[src/rtl/vco_adc_pkg.sv]
// Shared FSM encoding, parameter defaults and helpers for the VCO-based ADC front end.
package vco_adc_pkg;

  localparam int PHASE_WIDTH_DEF  = 11;
  localparam int OSR_LOG2_MAX_DEF = 10;

  typedef enum logic [1:0] {
    ST_IDLE,
    ST_PRIME,
    ST_SETTLE,
    ST_RUN
  } state_e;

  function automatic logic [3:0] clamp_osr(input logic [3:0] v, input int unsigned max_v);
    return (32'(v) > max_v) ? 4'(max_v) : v;
  endfunction

endpackage

[src/rtl/cic2_decim.sv]
// Second-order CIC decimator fed by VCO phase differences; c2_o is valid on tick_i.
module cic2_decim #(
  parameter int PHASE_WIDTH = 11,
  parameter int OUT_WIDTH   = 31
) (
  input  logic                   clk,
  input  logic                   rst,
  input  logic                   clr_i,
  input  logic                   load_i,
  input  logic                   integ_i,
  input  logic                   tick_i,
  input  logic [PHASE_WIDTH-1:0] p_in_i,
  output logic [OUT_WIDTH-1:0]   c2_o
);

  logic [PHASE_WIDTH-1:0] p_prev_q;
  logic [PHASE_WIDTH-1:0] d;
  logic [OUT_WIDTH-1:0]   i1_q, i2_q, i2_z_q, c1_z_q, c1;

  // Phase difference wraps naturally at the counter width.
  always_comb begin
    d    = p_in_i - p_prev_q;
    c1   = i2_q - i2_z_q;
    c2_o = c1 - c1_z_q;
  end

  always_ff @(posedge clk) begin
    if (rst || clr_i) begin
      p_prev_q <= '0;
      i1_q     <= '0;
      i2_q     <= '0;
      i2_z_q   <= '0;
      c1_z_q   <= '0;
    end else begin
      if (load_i || integ_i) p_prev_q <= p_in_i;
      if (integ_i) begin
        i1_q <= i1_q + {{(OUT_WIDTH-PHASE_WIDTH){1'b0}}, d};
        i2_q <= i2_q + i1_q;
      end
      if (tick_i) begin
        i2_z_q <= i2_q;
        c1_z_q <= c1;
      end
    end
  end

endmodule

[src/rtl/vco_phase_decimator.sv]
// VCO phase-to-sample decimator: sequencing FSM, decimation counter and output handshake
// around a single cic2_decim datapath.
module vco_phase_decimator
  import vco_adc_pkg::*;
#(
  parameter int PHASE_WIDTH  = PHASE_WIDTH_DEF,
  parameter int OSR_LOG2_MAX = OSR_LOG2_MAX_DEF,
  parameter int OUT_WIDTH    = PHASE_WIDTH + 2*OSR_LOG2_MAX
) (
  input  logic                   clk,
  input  logic                   rst,
  input  logic                   en,
  output logic                   vco_enb,
  input  logic [PHASE_WIDTH-1:0] p_in,
  input  logic [3:0]             osr_log2,
  output logic [OUT_WIDTH-1:0]   dout,
  output logic                   dout_valid,
  input  logic                   dout_ready,
  output logic                   overrun
);

  localparam logic [OSR_LOG2_MAX-1:0] CNT_ONE  = 1;
  localparam logic [OSR_LOG2_MAX-1:0] CNT_ONES = '1;

  state_e                  state_q, state_d;
  logic [3:0]              osr_q, osr_d;
  logic [OSR_LOG2_MAX-1:0] cnt_q, cnt_d, cnt_mask;
  logic                    settle_q, settle_d;
  logic                    vco_enb_q;
  logic [OUT_WIDTH-1:0]    dout_q, dout_d, c2;
  logic                    valid_q, valid_d;
  logic                    overrun_q, overrun_d;
  logic                    clr, load_prev, integ, tick, new_sample;

  cic2_decim #(
    .PHASE_WIDTH(PHASE_WIDTH),
    .OUT_WIDTH  (OUT_WIDTH)
  ) u_cic (
    .clk    (clk),
    .rst    (rst),
    .clr_i  (clr),
    .load_i (load_prev),
    .integ_i(integ),
    .tick_i (tick),
    .p_in_i (p_in),
    .c2_o   (c2)
  );

  assign cnt_mask = CNT_ONES >> (OSR_LOG2_MAX - int'(osr_q));

  always_comb begin
    state_d   = state_q;
    osr_d     = osr_q;
    cnt_d     = cnt_q;
    settle_d  = settle_q;
    clr       = 1'b0;
    load_prev = 1'b0;
    integ     = 1'b0;
    tick      = 1'b0;
    if (!en) begin
      state_d  = ST_IDLE;
      clr      = 1'b1;
      cnt_d    = '0;
      settle_d = 1'b0;
    end else begin
      case (state_q)
        ST_IDLE: begin
          state_d = ST_PRIME;
          osr_d   = clamp_osr(osr_log2, OSR_LOG2_MAX);
        end
        ST_PRIME: begin
          load_prev = 1'b1;
          state_d   = ST_SETTLE;
        end
        default: begin
          integ = 1'b1;
          tick  = (cnt_q == cnt_mask);
          cnt_d = tick ? '0 : cnt_q + CNT_ONE;
          // settle_q marks the first discarded tick; the second one enters RUN.
          if (state_q == ST_SETTLE && tick) begin
            settle_d = !settle_q;
            if (settle_q) state_d = ST_RUN;
          end
        end
      endcase
    end
  end

  assign new_sample = tick && (state_q == ST_RUN);

  always_comb begin
    dout_d    = dout_q;
    valid_d   = valid_q;
    overrun_d = overrun_q;
    if (new_sample) begin
      if (!valid_q || dout_ready) begin
        dout_d  = c2;
        valid_d = 1'b1;
      end else begin
        overrun_d = 1'b1;
      end
    end else if (valid_q && dout_ready) begin
      valid_d = 1'b0;
    end
    if (!en) valid_d = 1'b0;
  end

  always_ff @(posedge clk) begin
    if (rst) begin
      state_q   <= ST_IDLE;
      osr_q     <= '0;
      cnt_q     <= '0;
      settle_q  <= 1'b0;
      vco_enb_q <= 1'b1;
      dout_q    <= '0;
      valid_q   <= 1'b0;
      overrun_q <= 1'b0;
    end else begin
      state_q   <= state_d;
      osr_q     <= osr_d;
      cnt_q     <= cnt_d;
      settle_q  <= settle_d;
      vco_enb_q <= ~en;
      dout_q    <= dout_d;
      valid_q   <= valid_d;
      overrun_q <= overrun_d;
    end
  end

  assign vco_enb    = vco_enb_q;
  assign dout       = dout_q;
  assign dout_valid = valid_q;
  assign overrun    = overrun_q;

endmodule

[config.mk]
export PLATFORM = sky130hd
export DESIGN_NAME = vco_phase_decimator
export DESIGN_NICKNAME = d
export VERILOG_FILES = /design/src/rtl/vco_adc_pkg.sv /design/src/rtl/cic2_decim.sv /design/src/rtl/vco_phase_decimator.sv
export SDC_FILE = /design/constraint.sdc
export NUM_CORES = 1
export LEC_CHECK = 0
export BUFFER_PORTS_ARGS = -buffer_cell sky130_fd_sc_hd__clkbuf_2
export CORE_UTILIZATION = 45
export DETAILED_ROUTE_END_ITERATION = 16
export GPL_TIMING_DRIVEN = 0
export PLACE_DENSITY = 0.61
export SYNTH_ARGS = -nofsm -noshare
export SYNTH_HDL_FRONTEND = slang
export SYNTH_SLANG_ARGS = --single-unit
[constraint.sdc]
create_clock -name clk -period 4.5 [get_ports clk]
set_input_delay 1.125 -clock clk [delete_from_list [all_inputs] [get_ports clk]]
set_output_delay 1.125 -clock clk [all_outputs]
set_load 0.02 [all_outputs]
After elaboration in Yosys (flattened, before gate mapping) --
Cells that the tools add are included.
Word-level totals: word-level logic and storage cells 65, input bits 19, bits in registers 186
Cells by class: $add $sub $neg 7, shift operators 1, mux-type cells 15, bitwise operators 3, eq/ne operators 5, $lt $le $gt $ge 1, reductions and logical operators 20
Operator list (count):
- 31-bit subtractor | 2
- 10-bit by 32-bit right shift with 10-bit output, first input constant | 1
- 31-bit by 11-bit adder with 31-bit output | 1
- 31-bit adder | 1
- 2-bit AND reduction | 6
- 11-bit subtractor | 1
- 10-bit by 1-bit adder with 10-bit output, second input constant | 1
- 10-bit equality test | 1
- 1-bit two-way mux | 10
- 10-bit two-way mux | 1
- 3-bit nonzero test | 2
- 4-bit by 4-bit subtractor with 5-bit output, first input constant | 1
- 2-bit equality test, second input constant | 2
- 4-bit > comparator, second input constant | 1
- 2-bit two-way mux | 2
- 4-bit two-way mux | 1
- 2-bit one-hot mux with 2 select lines | 1
- 2-bit OR reduction | 2
- 1-bit logical AND | 3
- 1-bit logical OR | 3
- 1-bit inverter | 3
- 2-bit by 1-bit equality test with 1-bit output, second input constant | 1
- 1-bit zero test | 2
- 2-bit zero test | 1
- 2 further kinds | 2

Longest topological paths before layout --
Gate-level depths: netlist of the first run.
depth in word-level cells 8, mapped depth 24, gate-level depth less buffers 23

Hierarchy --
From an unflattened synthesis of the first run, not the netlist that was laid out.
Unflattened totals: cells, all modules 1595, area total of the unflattened synthesis 13105.1 um^2
By module, submodules not included:
- cic2_decim | sequential area each 2702.6 um^2, instances 1, cells an instance 1287, area each 10346.2 um^2
- vco_phase_decimator | sequential area each 1021.0 um^2, instances 1, cells an instance 308, area each 2758.9 um^2

Worst setup path before layout of the first run --
Ideal clock, no wire load.
path kind input port to flip-flop, start point input p_in[0], end point register u_cic.i1_q[30], data required time 4372 ps, path buffers 1, cell stages on the path 23, arrival 4688 ps, slack -316 ps, cells stage by stage inv_1 ha_1 inv_1 fa_1 a21o_1 a21oi_1 o21ai_0 a21oi_1 nor2b_1 o21a_1 o21ai_0 nand2b_1 a21oi_1 xnor2_1 ha_1 nor2_1 nor2_1 nand2_1 o41a_1 clkbuf_1 nor4_1 xnor2_1 nor2_1
Between the ends: cells in the longest elaborated chain, start to end 2
RTL lines:
- start: declaration | RTL line vco_phase_decimator.sv:14 | input logic [PHASE_WIDTH-1:0] p_in,
- 11-bit subtractor | RTL line cic2_decim.sv:22 | d = p_in_i - p_prev_q;
- 31-bit by 11-bit adder with 31-bit output | RTL line cic2_decim.sv:37 | i1_q <= i1_q + {{(OUT_WIDTH-PHASE_WIDTH){1'b0}}, d};
- end signal: assignment | RTL line cic2_decim.sv:37
- end: declaration | RTL line cic2_decim.sv:18 | logic [OUT_WIDTH-1:0] i1_q, i2_q, i2_z_q, c1_z_q, c1;
Every way passes these cells. A chain may end at the register's enable or synchronous reset.

Worst setup path after layout of the first run --
start point register u_cic.i2_z_q[4], end point register dout_q[30], in the netlist dout[30]
Between the ends: cells in the longest elaborated chain, start to end 2
RTL lines:
- start: declaration | RTL line cic2_decim.sv:18
- start signal: assignment | RTL line cic2_decim.sv:41 | i2_z_q <= i2_q;
- 31-bit subtractor | RTL line cic2_decim.sv:23 | c1 = i2_q - i2_z_q;
- net u_cic.c1[19] | RTL line cic2_decim.sv:18
- 31-bit subtractor | RTL line cic2_decim.sv:24 | c2_o = c1 - c1_z_q;
- end signal: assignment | RTL line vco_phase_decimator.sv:124 | dout_q <= dout_d;
- end: declaration | RTL line vco_phase_decimator.sv:30 | logic [OUT_WIDTH-1:0] dout_q, dout_d, c2;
The timed path passes the listed nets, and every way through them passes these cells.

==> results of run 1 <==
## kinds of logic after synthesis
family	after synthesis
flip-flops	186
XOR/XNOR	113
AO/OA/AOI/OAI	456
adder cells (fa/ha/maj)	118
multiplexers	22
AND/OR/NAND/NOR	576
buffers and inverters	169
## registers in the layout, summed over array words and instances (netlist names)
name / flops
osr_q: 4
dout_valid: 1
u_cic.c1_z_q: 31
u_cic.p_prev_q: 11
state_q: 2
vco_enb: 1
settle_q: 1
u_cic.i1_q: 31
dout: 31
u_cic.i2_z_q: 31
u_cic.i2_q: 31
overrun: 1
cnt_q: 10
## synthesized netlist by cell type, drive strengths merged (6+ instances only)
library cell	instances	area, um2
o21a	22	165
a21o	51	383
and2	6	37.5
and3	19	119
o21ai	61	305
nand4	22	138
nand2	250	938
clkbuf	53	199
inv	104	390
nor3	19	95.1
nand3	19	95.1
a31oi	14	87.6
buf	11	58.8
o21bai	11	82.6
nor2	157	589
a21boi	6	45.0
o211ai	14	105
ha	113	1410
dfxtp	186	3720
mux2i	22	220
nand2b	15	93.8
nor3b	10	75.1
o31ai	6	45.0
nor2b	23	144
xnor2	76	666
a211oi	24	185
nand3b	6	45.0
o22ai	6	37.5
xor2	36	315
a21oi	189	950
or3	8	50.1
a211o	9	78.8
## per-layer routing
layer | up-vias | part of all wire [%]
met5 | - | 0
met4 | 0 | 2.3
met3 | 46 | 2.8
met2 | 215 | 47
met1 | 5235 | 48
li1 | 5936 | -
## final cells by class
class / instances / area (um2) / area share (%)
sequential: 186 / 3740 / 25.3
buffer: 60 / 254 / 1.72
inverter: 105 / 397 / 2.68
clock buffer: 19 / 433 / 2.92
multi-input combinational: 1285 / 8780 / 59.3
clock inverter: 12 / 116 / 0.786
tap: 372 / 465 / 3.14
timing repair buffer: 95 / 612 / 4.13
## power breakdown
part / internal [mW] / leakage [nW] / switching, mW / total, mW
clock network: 0.768 / 0.253 / 0.704 / 1.47
logic: 0.262 / 4.09 / 0.313 / 0.575
registers: 1.65 / 1.51 / 0.00811 / 1.66
## per-stage QoR
step | setup TNS [ps] | setup WS [ps] | power (mW) | utilization, % | std cells
3_3_place_gp | -12100 | -859 | 2.16 | 49.2 | 2064
4_1_cts | -135 | -70.8 | 3.69 | 52.9 | 2119
3_5_place_dp | -13940 | -906 | 2.16 | 49.2 | 2064
5_1_grt | -2100 | -250 | 3.87 | 54.5 | 2134
6_report | -27.9 | -27.9 | 3.71 | 54.5 | 2134
2_1_floorplan | -10.3 | -10.3 | 2.05 | - | 1640
## worst max-delay path: stages, from the launching register on
cell and delay, ps:
dfxtp_2 330, inv_2 40, ha_4 240, o21a_1 170, o21a_1 190, o211a_1 250, a311o_1 370, a21o_1 270
a31o_4 270, a211o_4 350, ha_4 250, a21o_4 230, a2111oi_4 280, nor2_2 90, a311oi_2 320, nor3b_4 270
o31ai_2 90, or4_1 400, nand3_1 70
## worst paths after layout
kind	endpoint	cells past startpoint	slack [ps]
worst min register to register	dout[7]	2	450
worst max register to register	dout[30]	18	-30
worst max-delay path	dout[30]	18	-30
worst min-delay path	dout[7]	2	450
## what timing repair did
item,in CTS,in global routing
setup endpoints to repair,25,33
pin swaps,27,55
hold buffers,0,0
resized for setup,56,77
buffers inserted,25,18
==> impl_metrics.json, run 1 <==
{
  "status": "finished with violations",
  "violations": "negative setup slack",
  "drtIter0Drc": 718,
  "syn_area_um2": 12600,
  "ir_drop_mv": 0.195,
  "dieArea_um2": 28600,
  "synth_mux_area_share_pct": 1.75,
  "dr_total_vias": 11400,
  "gp_congestion": 0.886,
  "grt_overflow": 0,
  "path_max_fanout": 5,
  "whs_ps": 450,
  "yosys.cell_types.count": 73,
  "synth_edf_count": 0,
  "antenna_cells": 0,
  "final_common_cell": "nand2_1",
  "antenna_found_initial": 0,
  "dpl_cell_area_um2": 13400,
  "rsz0062_at_grt": "yes",
  "dieWidth_um": 169,
  "grt_pass1_wl_mm": 53.9,
  "cts.sinks": 186,
  "grt_max_degree": 17,
  "fin_area_um2": 14800,
  "yosysWarnings": 0,
  "syn_nets": 1777,
  "cap_violations": 0,
  "cp-end-kind": "flop",
  "crit_arrival_ps": 4900,
  "grt_use_met1_pct": 30.5,
  "crit_type": "flop to flop",
  "final_cell_mix": "nand2_1, a21oi_1, dfxtp_1",
  "p_leak_nw": 5.85,
  "num_rows": 60,
  "ys.flop_type": "dfxtp_1",
  "worstSkewPairLatency_ps": 440,
  "synth_top_family_by_area": "compound AO/OA/AOI/OAI gates",
  "cts_tree": "yes",
  "fillCellCount": 2639,
  "nNetsFinal": 1887,
  "die_h_um": 169,
  "h-tree-depth": 4,
  "area_growth_pct": 17.7,
  "hpwlAfterDp_mm": 25.0,
  "cp-startpoint": "u_cic.i2_z_q[4]",
  "worst_pin_slew_ps": 857,
  "fmax_mhz": 221,
  "drive_above_1_share_pct": 13.7,
  "clk_pin_slew_ps": 70,
  "hold_path_startpoint": "dout[7]",
  "numCtsBuffers": 17,
  "syn_inst": 1640,
  "gr-max-usage-layer": "met2",
  "setup_viol": 1,
  "groute.usage.overall_pct": 23.3,
  "io_buffers": 52,
  "cp.required_ps": 4870,
  "max_slew_margin_pct": 42.9,
  "hold_violations": 0,
  "clock_path_buffers": 2,
  "via_per_inst": 5.36,
  "grtUsageMet3_pct": 3.08,
  "setup_ws_ps": -27.9,
  "finalCritPeriodShare_pct": 101,
  "maxSlewViolCount": 0,
  "yosys.area_share.simple_pct": 20.7,
  "initial_core_util_pct": 46.3,
  "synthAdderAreaFrac_pct": 12.0,
  "ios": 53,
  "finalClockSkew_ps": 19.3,
  "async_flop_share_pct": 0,
  "r2r-start": "u_cic.i2_z_q[4]",
  "cts_root_buf": "clkbuf_16",
  "wirelength_mm": 33.0,
  "powerDensity_nw_per_um2": 250,
  "grt_pass1_vias": 10800,
  "wire_per_inst_um": 15.5,
  "seq_area_frac_synth_pct": 29.6,
  "ys_ff_latch": 186,
  "synth_compound_area_share_pct": 22.8,
  "hp-class": "flop to flop",
  "drt_first_pass_iters": 5,
  "finalWorstPathRequiredPeriod_ps": 4530,
  "cp-start-kind": "flop",
  "remaining_drc_errors": 0,
  "antenna_left": 0,
  "grt_use_met2_pct": 40.1,
  "core_um2": 27200,
  "syn_area_per_cell_um2": 7.67,
  "yosys.area_share.xor_xnor_pct": 7.98
}
Note: power is estimated with default switching activity, not from simulation.
==> run 2, diff against run 1 <==
--- a/config.mk
+++ b/config.mk
@@ -9,7 +9,7 @@
 export CORE_UTILIZATION = 45
 export DETAILED_ROUTE_END_ITERATION = 16
 export GPL_TIMING_DRIVEN = 0
-export PLACE_DENSITY = 0.61
+export PLACE_DENSITY = 0.69
 export SYNTH_ARGS = -nofsm -noshare
 export SYNTH_HDL_FRONTEND = slang
 export SYNTH_SLANG_ARGS = --single-unit
==> impl_metrics.json, run 2 (same netlist as run 1, synthesis figures left out) <==
{
  "setup_viol": 2,
  "dr_total_vias": 11600,
  "drive_above_1_share_pct": 13.4,
  "initial_core_util_pct": 46.3,
  "cp-end-kind": "flop",
  "seqPwrFrac_pct": 43.9,
  "ios": 53,
  "cp-start-kind": "flop",
  "cts_root_buf": "clkbuf_16",
  "pwr-share-comb_pct": 14.2,
  "slowest_stage": "or4_1",
  "crit_type": "flop to flop",
  "p_switching_mw": 1.06,
  "cp.required_ps": 4890,
  "seq_area_um2": 3740,
  "final_common_cell": "nand2_1",
  "finalClockSkew_ps": 9.73,
  "wire_per_inst_um": 15.3,
  "antenna_found_initial": 0,
  "ir_drop_mv": 0.184,
  "violations": "negative setup slack",
  "wirelength_mm": 32.5,
  "fmax_mhz": 215,
  "setup_ws_ps": -152,
  "internal_power_mw": 2.72,
  "antenna_cells": 0,
  "via_per_inst": 5.46,
  "area_growth_pct": 17.2,
  "worst_pin_slew_ps": 927,
  "remaining_drc_errors": 0,
  "crit_chain": "ha_4 > o21a_1 > o21a_1 > o211a_1 > a311o_1 > a21o_1 > buf_4 > xor2_4 > ha_4 > a211o_1 > o211ai_1 > a211oi_4 > a2111oi_4 > nor2_2 > a311oi_2 > nor3b_4 > o31ai_2 > or4_1 > nand3_1",
  "dpl_cell_area_um2": 13400,
  "final_cell_mix": "nand2_1, a21oi_1, dfxtp_1",
  "grt_pass1_vias": 10500,
  "status": "finished with violations",
  "dieWidth_um": 169,
  "maxSlewViolCount": 0,
  "clock_path_buffers": 2,
  "max_slew_margin_pct": 37.7,
  "p_leak_nw": 5.80,
  "grt_max_degree": 19,
  "cap_violations": 0,
  "fillCellCount": 2561,
  "core_um2": 27200,
  "cts_tree": "yes",
  "power_switching_share_pct": 27.9,
  "nNetsFinal": 1882,
  "tns_ps": -249,
  "h-tree-depth": 4,
  "groute.usage.overall_pct": 22.5,
  "hold_violations": 0,
  "antenna_left": 0,
  "path_max_fanout": 4,
  "drtIter0Drc": 894,
  "grt_pass1_wl_mm": 52.1,
  "clk_pin_slew_ps": 70,
  "drt_first_pass_iters": 8,
  "numCtsBuffers": 17,
  "worstSkewPairLatency_ps": 450,
  "io_buffers": 52,
  "cpPeakStageDelay_ps": 400,
  "grt_overflow": 0,
  "hp-class": "flop to flop",
  "finalWorstPathRequiredPeriod_ps": 4650,
  "gp_congestion": 0.901,
  "powerDensity_nw_per_um2": 256,
  "die_h_um": 169,
  "crit_arrival_ps": 5040,
  "num_rows": 60,
  "fin_area_um2": 14700,
  "rsz0062_at_grt": "yes",
  "finalCritPeriodShare_pct": 103,
  "hpwlAfterDp_mm": 24.1,
  "multiInputGateArea_um2": 8720,
  "p_clk_share_pct": 41.8,
  "dieArea_um2": 28600,
  "cts.sinks": 186
}
[run 2: cell types whose count changed in the layout (fill, tap and decap cells not counted), moves of 3 or more]
| cell | previous run | this run |
|---|---|---|
| buf_6 | 5 | 1 |
| o21ai_2 | 7 | 4 |
| nor3_4 | 4 | 1 |
| clkinv_4 | 1 | 4 |
| o21ai_1 | 6 | 9 |
[run 2: cell type report]
| class | count | area share (%) |
|---|---|---|
| Buffer | 60 | 1.72 |
| Clock buffer | 17 | 2.88 |
| Multi-Input combinational cell | 1285 | 59.1 |
| Tap cell | 372 | 3.16 |
| Sequential cell | 186 | 25.4 |
| Clock inverter | 15 | 1.24 |
| Inverter | 105 | 2.67 |
| Timing Repair Buffer | 90 | 3.81 |
[run 2: stage by stage]
stage / setup slack (ps) / total power, mW / hold WS (ps) / instances / utilization [%]
2_1_floorplan: -10.3 / 2.05 / 429 / 1640 / -
3_3_place_gp: -919 / 2.15 / 437 / 2064 / 49.2
3_5_place_dp: -904 / 2.16 / 441 / 2064 / 49.2
4_1_cts: -101 / 3.76 / 452 / 2117 / 53.0
5_1_grt: -312 / 3.92 / 460 / 2130 / 54.3
6_report: -152 / 3.78 / 449 / 2130 / 54.3
[run 2: worst paths after layout]
path,start,end,depth (start not counted),slack (ps)
setup / recovery,u_cic.i2_q[4],dout[30],19,-150
hold / removal,u_cic.c1_z_q[19],u_cic.c1_z_q[19],2,450
setup reg to reg,u_cic.i2_q[4],dout[30],19,-150
hold reg to reg,u_cic.c1_z_q[19],u_cic.c1_z_q[19],2,450
[run 2: routing by layer]
metal | wire, um | track usage (%)
met5 | 0 | 0
met4 | 738 | 7.44
met3 | 1210 | 3.06
met2 | 15500 | 38.8
met1 | 15100 | 28.9
[run 2: power by group through the flow]
stage / clock network [mW] / logic, mW / registers [mW]
floorplan: 0 / 0.352 / 1.70
global placement: 0 / 0.449 / 1.70
detailed placement: 0 / 0.456 / 1.70
CTS: 1.60 / 0.499 / 1.66
global route: 1.67 / 0.588 / 1.66
finish: 1.58 / 0.538 / 1.66
[run 2: repair_timing]
item,in CTS,in global routing
endpoints found under the setup margin,21,33
gates resized for setup,55,57
hold buffers,0,0
pin swaps,31,37
buffers inserted,22,16
[run 2: worst max-delay path: cells and delay by family, from the launching register on]
kind                     cells  cell delay (ps)
flip-flops                   1              370
XOR/XNOR                     1              160
buffers and inverters        1              170
AND/OR/NAND/NOR              4              830
adder cells (fa/ha/maj)      2              520
AO/OA/AOI/OAI               11             2540
==> run 3, diff against run 2 <==
--- a/config.mk
+++ b/config.mk
@@ -8,7 +8,6 @@
 export BUFFER_PORTS_ARGS = -buffer_cell sky130_fd_sc_hd__clkbuf_2
 export CORE_UTILIZATION = 45
 export DETAILED_ROUTE_END_ITERATION = 16
-export GPL_TIMING_DRIVEN = 0
 export PLACE_DENSITY = 0.69
 export SYNTH_ARGS = -nofsm -noshare
 export SYNTH_HDL_FRONTEND = slang
==> constraint.sdc (replaced) <==
create_clock -name clk -period 4.5 [get_ports clk]
set_input_delay 1.125 -clock clk [delete_from_list [all_inputs] [get_ports clk]]
set_output_delay 1.125 -clock clk [all_outputs]
set_load 0.05 [all_outputs]
==> impl_metrics.json, run 3 (same netlist as run 1, synthesis figures left out) <==
{
  "dieArea_um2": 28600,
  "finalWorstPathRequiredPeriod_ps": 4540,
  "final_common_cell": "nand2_1",
  "fmax_mhz": 220,
  "finalClockSkew_ps": 15.1,
  "cp-start-kind": "flop",
  "drtIter0Drc": 704,
  "via_per_inst": 5.32,
  "remaining_drc_errors": 0,
  "crit_arrival_ps": 4910,
  "antenna_found_initial": 0,
  "worst_pin_slew_ps": 1070,
  "cap_violations": 0,
  "clock_path_buffers": 2,
  "ios": 53,
  "maxSlewViolCount": 0,
  "antenna_left": 0,
  "drive_above_1_share_pct": 15.0,
  "h-tree-depth": 4,
  "pre_cts_ws_ps": -276,
  "nNetsFinal": 1904,
  "pwr-share-comb_pct": 14.7,
  "ir_drop_mv": 0.176,
  "powerDensity_nw_per_um2": 245,
  "seqPwrFrac_pct": 45.8,
  "cts_hold_buf": 0,
  "power_switching_share_pct": 26.5,
  "cp-end-kind": "flop",
  "grt_use_met2_pct": 34.6,
  "antenna_cells": 0,
  "numCtsBuffers": 17,
  "drt_first_pass_iters": 6,
  "r2r_cells": 20,
  "final_cell_mix": "nand2_1, dfxtp_1, a21oi_1",
  "initial_core_util_pct": 46.3,
  "die_h_um": 169,
  "wirelength_mm": 29.8,
  "cp-startpoint": "u_cic.i2_z_q[5]",
  "rsz0062_at_grt": "yes",
  "groute.usage.overall_pct": 20.9,
  "gr-max-usage-layer": "met2",
  "hpwlAfterDp_mm": 22.4,
  "cp.required_ps": 4870,
  "dieWidth_um": 169,
  "grt_pass1_wl_mm": 49.5,
  "setup_viol": 1,
  "rr_endpoint": "dout[30]",
  "grtUsageMet3_pct": 2.52,
  "crit_end": "dout[30]",
  "worstSkewPairLatency_ps": 430,
  "p_switching_uw": 962,
  "max_slew_margin_pct": 28.8,
  "status": "finished with violations",
  "r2r_setup_slack_ps": -40,
  "grt_overflow": 0,
  "wire_per_inst_um": 13.9,
  "dr_total_vias": 11400,
  "cts_tree": "yes",
  "area_growth_pct": 18.1,
  "gp_congestion": 0.889,
  "crit_type": "flop to flop",
  "tns_ps": -39.3,
  "cts_root_buf": "clkbuf_16",
  "setup_ws_ps": -39.3,
  "grt_use_met1_pct": 28.5,
  "io_buffers": 52,
  "path_max_fanout": 4,
  "num_rows": 60,
  "grt_max_degree": 59,
  "clk_pin_slew_ps": 70,
  "core_um2": 27200,
  "hold_violations": 0,
  "p_clk_share_pct": 39.5,
  "cts.sinks": 186,
  "violations": "negative setup slack",
  "grt_pass1_vias": 10400,
  "r2r-start": "u_cic.i2_z_q[5]",
  "finalCritPeriodShare_pct": 101,
  "internal_power_mw": 2.67,
  "hp-class": "flop to flop",
  "whs_ps": 450,
  "p_leak_nw": 6.01
}
-- run 3: changes by cell type in the layout (fill, tap and decap cells not counted), sizes merged --
| cell | before | now |
|---|---|---|
| buf | 50 | 120 |
| clkbuf | 117 | 72 |
| clkinv | 6 | 3 |
| bufinv | 2 | 1 |
-- run 3: layer usage --
layer	share of wire [%]	vias to the layer above
met5	0	-
met4	1.3	0
met3	2.5	30
met2	46	195
met1	50	5226
li1	-	5984
-- run 3: area by class of cell --
type | count | area (um2)
fill | 2566 | 12300
multi-input combinational | 1285 | 8530
sequential | 186 | 3730
timing repair buffer | 172 | 1180
tap | 372 | 465
clock buffer | 20 | 437
inverter | 105 | 397
clock inverter | 11 | 114
-- run 3: power by group through the flow --
stage	sequential (mW)	clock [mW]	combinational, mW
2_1_floorplan	1.70	0	0.352
3_3_place_gp	1.70	0	0.489
3_5_place_dp	1.70	0	0.497
4_1_cts	1.66	1.47	0.515
5_1_grt	1.66	1.53	0.594
6_report	1.66	1.44	0.534
-- run 3: timing repair --
item	CTS	global route
cloned	0	0
hold endpoints to repair	0	0
setup endpoints to repair	5	19
pin swaps	7	43
buffers inserted	3	10
gates resized for setup	10	47
-- run 3: worst max-delay path, cell delays in order (launching register included) --
cell and delay [ps]:
dfxtp_1 330, inv_1 50, ha_1 340, o21a_1 130, o21a_1 180, o211a_1 230
a311o_1 380, a21o_4 260, a31o_4 240, buf_6 120, xnor2_4 120, ha_2 190
a21o_1 180, a21o_1 210, a2111oi_2 280, nor2_1 100, a311oi_2 290, nor3b_2 260
o31ai_1 100, or4_1 400, nand3_1 70
-- run 3: worst min-delay path by stage --
stage | from | end | slack [ps] | cells after the start
global placement | dout[26] | dout[26] | 440 | 2
CTS | u_cic.i2_z_q[10] | u_cic.i2_z_q[10] | 450 | 2
detailed placement | u_cic.p_prev_q[3] | u_cic.p_prev_q[3] | 440 | 2
global route | u_cic.c1_z_q[9] | u_cic.c1_z_q[9] | 460 | 2
floorplan | u_cic.c1_z_q[19] | u_cic.c1_z_q[19] | 430 | 2
finish | u_cic.i2_z_q[4] | u_cic.i2_z_q[4] | 450 | 2
-- run 3: metrics by stage --
stage / total power, mW / util, % / area [um2] / std cells
after floorplan: 2.05 / - / 12700 / 1640
after global placement: 2.19 / 51.3 / 13900 / 2108
after detailed placement: 2.20 / 51.3 / 13900 / 2108
after CTS: 3.65 / 53.5 / 14500 / 2142
after global routing: 3.79 / 54.7 / 14900 / 2151
final: 3.64 / 54.7 / 14900 / 2151
